===== src/rtl/tophat_subtract.sv =====
// Top-hat / baseline removal stage: delays the raw stream in a circular RAM and
// emits the saturated difference raw - baseline, LAG samples apart, as an AXI stream.
module tophat_subtract #(
    parameter int DATA_WIDTH = 16,
    parameter int LAG        = 35,
    parameter int DEPTH      = 128,
    localparam int PTR_W     = (DEPTH > 1) ? $clog2(DEPTH) : 1,
    localparam int CNT_W     = $clog2(DEPTH + 1),
    localparam int DROP_W    = $clog2(LAG + 2)
) (
    input  logic                  clk,
    input  logic                  areset,
    input  logic [DATA_WIDTH-1:0] axis_raw_tdata,
    input  logic                  axis_raw_tvalid,
    output logic                  axis_raw_tready,
    input  logic [DATA_WIDTH-1:0] axis_base_tdata,
    input  logic                  axis_base_tvalid,
    output logic                  axis_base_tready,
    output logic [DATA_WIDTH-1:0] axis_out_tdata,
    output logic                  axis_out_tvalid,
    input  logic                  axis_out_tready,
    output logic                  sat_flag,
    output logic [1:0]            dbg_state,
    output logic [CNT_W-1:0]      dbg_count,
    output logic [PTR_W-1:0]      dbg_wr_ptr,
    output logic [PTR_W-1:0]      dbg_rd_ptr,
    output logic [DROP_W-1:0]     dbg_drop_cnt
);

    // Every stream transfers on a cycle where tvalid && tready are both high at the
    // rising clock edge; tdata/tvalid of the output are held until that happens.

    typedef enum logic [1:0] {
        S_IDLE  = 2'd0,
        S_FETCH = 2'd1,
        S_CALC  = 2'd2,
        S_OUT   = 2'd3
    } state_t;

    localparam logic [CNT_W-1:0]  DEPTH_C = CNT_W'(DEPTH);
    localparam logic [PTR_W-1:0]  PTR_MAX = PTR_W'(DEPTH - 1);
    localparam logic [DROP_W-1:0] LAG_C   = DROP_W'(LAG);

    state_t                  state;
    logic [PTR_W-1:0]        wr_ptr;
    logic [PTR_W-1:0]        rd_ptr;
    logic [CNT_W-1:0]        count;
    logic [DROP_W-1:0]       drop_cnt;
    logic [DATA_WIDTH-1:0]   base_reg;
    logic [DATA_WIDTH-1:0]   rd_data;
    logic [DATA_WIDTH-1:0]   mem [DEPTH];

    logic                    raw_push;
    logic                    base_hs;
    logic                    pop;
    logic                    warm;
    logic [DATA_WIDTH:0]     diff;
    logic                    sat_hi;
    logic                    sat_lo;
    logic [DATA_WIDTH-1:0]   sat_val;

    function automatic logic [PTR_W-1:0] ptr_next(input logic [PTR_W-1:0] p);
        return (p == PTR_MAX) ? '0 : p + 1'b1;
    endfunction

    assign warm     = drop_cnt < LAG_C;
    assign pop      = state == S_FETCH;
    assign raw_push = axis_raw_tvalid && axis_raw_tready;
    assign base_hs  = axis_base_tvalid && axis_base_tready;

    // Ready for baselines only uses the registered count, so a raw write landing in
    // the same cycle cannot be consumed before it is actually in the RAM.
    assign axis_raw_tready  = !areset && (count < DEPTH_C);
    assign axis_base_tready = !areset && (state == S_IDLE) && (warm || count != '0);

    // One extra bit holds the full difference; overflow shows as top two bits differing.
    assign diff   = {rd_data[DATA_WIDTH-1], rd_data} - {base_reg[DATA_WIDTH-1], base_reg};
    assign sat_hi = !diff[DATA_WIDTH] && diff[DATA_WIDTH-1];
    assign sat_lo = diff[DATA_WIDTH] && !diff[DATA_WIDTH-1];

    always_comb begin
        sat_val = diff[DATA_WIDTH-1:0];
        if (sat_hi) begin
            sat_val = {1'b0, {(DATA_WIDTH-1){1'b1}}};
        end else if (sat_lo) begin
            sat_val = {1'b1, {(DATA_WIDTH-1){1'b0}}};
        end
    end

    always_ff @(posedge clk) begin
        if (raw_push) begin
            mem[wr_ptr] <= axis_raw_tdata;
        end
        if (pop) begin
            rd_data <= mem[rd_ptr];
        end
    end

    always_ff @(posedge clk or posedge areset) begin
        if (areset) begin
            wr_ptr <= '0;
            rd_ptr <= '0;
            count  <= '0;
        end else begin
            if (raw_push) begin
                wr_ptr <= ptr_next(wr_ptr);
            end
            if (pop) begin
                rd_ptr <= ptr_next(rd_ptr);
            end
            case ({raw_push, pop})
                2'b10:   count <= count + 1'b1;
                2'b01:   count <= count - 1'b1;
                default: count <= count;
            endcase
        end
    end

    always_ff @(posedge clk or posedge areset) begin
        if (areset) begin
            state           <= S_IDLE;
            drop_cnt        <= '0;
            base_reg        <= '0;
            axis_out_tdata  <= '0;
            axis_out_tvalid <= 1'b0;
            sat_flag        <= 1'b0;
        end else begin
            case (state)
                S_IDLE: begin
                    if (base_hs) begin
                        // Early baselines have no raw partner yet and are discarded.
                        if (warm) begin
                            drop_cnt <= drop_cnt + 1'b1;
                        end else begin
                            base_reg <= axis_base_tdata;
                            state    <= S_FETCH;
                        end
                    end
                end
                S_FETCH: begin
                    state <= S_CALC;
                end
                S_CALC: begin
                    axis_out_tdata  <= sat_val;
                    axis_out_tvalid <= 1'b1;
                    if (sat_hi || sat_lo) begin
                        sat_flag <= 1'b1;
                    end
                    state <= S_OUT;
                end
                S_OUT: begin
                    if (axis_out_tready) begin
                        axis_out_tvalid <= 1'b0;
                        state           <= S_IDLE;
                    end
                end
                default: begin
                    state <= S_IDLE;
                end
            endcase
        end
    end

    assign dbg_state    = state;
    assign dbg_count    = count;
    assign dbg_wr_ptr   = wr_ptr;
    assign dbg_rd_ptr   = rd_ptr;
    assign dbg_drop_cnt = drop_cnt;

endmodule


===== config.mk =====
export PLATFORM = sky130hd
export DESIGN_NAME = tophat_subtract
export DESIGN_NICKNAME = d
export VERILOG_FILES = /design/src/rtl/tophat_subtract.sv
export SDC_FILE = /design/constraint.sdc
export NUM_CORES = 2
export LEC_CHECK = 0
export CAP_MARGIN = 20
export CELL_PAD_IN_SITES_DETAIL_PLACEMENT = 1
export CELL_PAD_IN_SITES_GLOBAL_PLACEMENT = 2
export CORE_MARGIN = 8
export CORE_UTILIZATION = 45
export DETAILED_ROUTE_END_ITERATION = 10
export GPL_ROUTABILITY_DRIVEN = 0
export GPL_TIMING_DRIVEN = 0
export PLACE_DENSITY = 0.75
export SLEW_MARGIN = 20
export SYNTH_ARGS = -nofsm -noshare
export SYNTH_HDL_FRONTEND = slang
export SYNTH_SLANG_ARGS = --single-unit

===== constraint.sdc =====
create_clock -name clk -period 4.2 [get_ports clk]
set_clock_uncertainty 0.1 [all_clocks]
set_input_delay 1.26 -clock clk [delete_from_list [all_inputs] [get_ports clk]]
set_output_delay 1.26 -clock clk [all_outputs]
set_load 0.05 [all_outputs]

==> impl_metrics.json <==
{
  "dpl.hpwl_mm": 170,
  "synth.most_common_cell": "edfxtp_1",
  "syn_inst": 4084,
  "setup_tns_ps": -10710,
  "multi_input_area_mm2": 0.0193,
  "hold_viol": 0,
  "cp-start-kind": "input port",
  "antenna_found_initial": 4,
  "finalWorstSetupSlack_ps": -153,
  "synth_edf_count": 2064,
  "ys_top_cells_by_count": "edfxtp_1, mux4_2, mux2i_1",
  "asyncSetResetFlopFracSynth_pct": 3.01,
  "clkTransAtPathRegs_ps": 60,
  "violations": "setup timing",
  "core_mm2": 0.185,
  "ios": 87,
  "routed_wl_mm": 249,
  "cp_cell_sequence": "clkdlybuf4s50_1 -> nor2_2 -> and2_1 -> inv_1 -> nor2_1 -> nand3_2 -> clkbuf_4 -> nor2_2 -> buf_6",
  "final_core_util_pct": 52.7,
  "slew_violations": 0,
  "via_count": 43800,
  "layoutNonFillerInstCount": 7181,
  "start_util_pct": 45.1,
  "design_area_mm2": 0.0974,
  "grt_use_total_pct": 24.7,
  "io_buffers": 86,
  "wl_per_cell_um": 34.7,
  "status": "finished with violations",
  "regArea_mm2": 0.0636,
  "htree_num_levels": 4,
  "n_fill_cell": 16300,
  "relSlewSlack_pct": 20.5,
  "netlist_area_mm2": 0.0832,
  "synth.distinct_cells": 54,
  "setup_viol": 187,
  "drt_iter0_drc": 5795,
  "grt_overflow": 0,
  "power_density_mw_per_mm2": 644,
  "avgSynthCellArea_um2": 20.4,
  "die_h_um": 446,
  "hold_slack_ps": 394,
  "seq_area_frac_synth_pct": 76.4,
  "worst_pin_slew_ps": 1190,
  "grt_pass1_wl_mm": 348,
  "grt_start_max_net_pins": 106,
  "worstPathArrival_ps": 4800,
  "dr.pass1.iters": 6,
  "hp-class": "reg2reg",
  "post_dp_cell_area_mm2": 0.0896,
  "dp_slack_ps": -1630,
  "maxCapViolCount": 0,
  "final.min_clock_period_ps": 4350,
  "regMostFlops": "mem",
  "clkLatencyLatePin_ps": 850,
  "synthTopCellsByArea": "edfxtp_1, mux4_2, mux2i_1, dfrtp_1, nor2_1",
  "cts-root-buf": "clkbuf_16",
  "synth-seq-cells": 2128,
  "fin_crit_sh_pct": 104,
  "viasPerCell": 6.11,
  "ys.flop_type": "edfxtp_1",
  "synthToLayoutAreaGrowth_pct": 17.0,
  "critPathKind": "in2reg",
  "worstPathRequired_ps": 4650,
  "cts_tree": "yes",
  "path_max_fanout": 12,
  "hold_depth": 1,
  "cts_buffers": 215,
  "ant_nets": 0,
  "rsz0062_at_grt": "yes",
  "syn_nets": 4156,
  "worstHoldStart": "sat_flag$_DFFE_PP0P_",
  "dp.cells": 6783,
  "clock_sinks": 2128,
  "end_kind": "flop",
  "ctsHoldBuffers": 0,
  "placement_rows": 158,
  "die_w_um": 446,
  "die-area_mm2": 0.199,
  "p_leak_nw": 31.5,
  "max_freq_mhz": 230,
  "cts_max_path_buffers": 3,
  "timing.rr.start": "dbg_rd_ptr[1]$_DFFE_PP0P_",
  "yosysTopAreaCellShare_pct": 74.5,
  "finalPower_mw": 62.7,
  "reg2reg_depth": 9,
  "largest_reg_flops": 2048,
  "crit_path_start": "areset",
  "num-nets-final": 4592,
  "first_global_vias": 45000,
  "slowest_stage": "clkbuf_4",
  "drive_gt1_share_pct": 26.7,
  "drc": 0,
  "ir_drop_uv": 486,
  "slowest_delay_ps": 500,
  "yosys.area.top_type": "edfxtp_1",
  "cpMostUsedCell": "nor2_2",
  "yosys_warnings": 0
}
## cell type report
type,instances,area share (%)
repair buffers,223,3.00
plain buffers,219,1.25
clock inverters,131,1.41
inverters,42,0.170
diodes,1,0.00257
multi-input cells,1691,19.8
flip-flops and latches,2128,65.3
clock buffers,266,5.83
well taps,2480,3.19
## per-layer routing
| metal | GRT usage, % | share of wire [%] | vias to the layer above |
|---|---|---|---|
| met5 | 0 | 0.0048 | - |
| met1 | 33.6 | 40 | 23600 |
| li1 | - | - | 17800 |
| met2 | 39.7 | 48 | 2068 |
| met4 | 9.26 | 4.2 | 2 |
| met3 | 4.91 | 8.1 | 425 |
## power by group
| part | internal, mW | total (mW) | switching, mW |
|---|---|---|---|
| Clock | 11.0 | 19.3 | 8.25 |
| Combinational | 7.18 | 19.4 | 12.2 |
| Sequential | 23.7 | 24.1 | 0.333 |
## final timing paths
kind	end	slack (ps)
worst min register to register	sat_flag$_DFFE_PP0P_	390
max in group asynchronous	base_reg[14]$_DFFE_PP0P_	2790
worst max register to register	rd_data[15]$_DFFE_PP_	-140
min in group asynchronous	dbg_count[3]$_DFFE_PP0P_	630
worst max-delay path	mem[123][14]$_DFFE_PP_	-150
worst min-delay path	sat_flag$_DFFE_PP0P_	390
## placed cells by master, fill, tap and decap left out, types with 22 or more instances in the layout
master / instances
clkinv_1: 43
clkinv_2: 43
nor2_2: 95
mux4_2: 419
o21ai_0: 23
buf_8: 32
a21oi_2: 23
dfrtp_1: 64
ha_1: 32
buf_2: 39
o22ai_1: 101
buf_4: 49
bufinv_16: 23
nand2_1: 112
edfxtp_1: 2064
inv_1: 39
buf_6: 102
a211oi_1: 64
clkdlybuf4s50_1: 68
nor2_1: 84
clkbuf_1: 127
clkbuf_2: 22
clkbuf_16: 220
a21oi_1: 50
mux2i_1: 345
and3_1: 35
nor2_4: 32
## critical path, delay by kind of cell
kind / cells / cell delay (ps)
buf+inv: 4 / 1480
simple gates: 5 / 2030
## kinds of logic (layout without fill, tap and decap cells)
| logic type | count (synthesis) | in the layout | share of synthesized area [%] |
|---|---|---|---|
| xor gates and xnor gates | 29 | 29 | 0.305 |
| muxes | 781 | 781 | 15.7 |
| and+or+nand+nor | 487 | 487 | 2.60 |
| DFF | 2128 | 2128 | 76.4 |
| AOI/OAI and AO/OA | 359 | 359 | 2.87 |
| other | 0 | 1 | 0 |
| buffers and inverters | 265 | 881 | 1.55 |
| adders and majority gates | 35 | 35 | 0.544 |
## timing repair
item                       4_1_cts  5_1_grt
pin swaps                        1        2
resized for setup              128       26
setup endpoints to repair      763      169
hold endpoints to repair         0        0
buffers inserted                 3        1
gates cloned                     0        0
No activity file was read; power rests on OpenSTA's default activity.
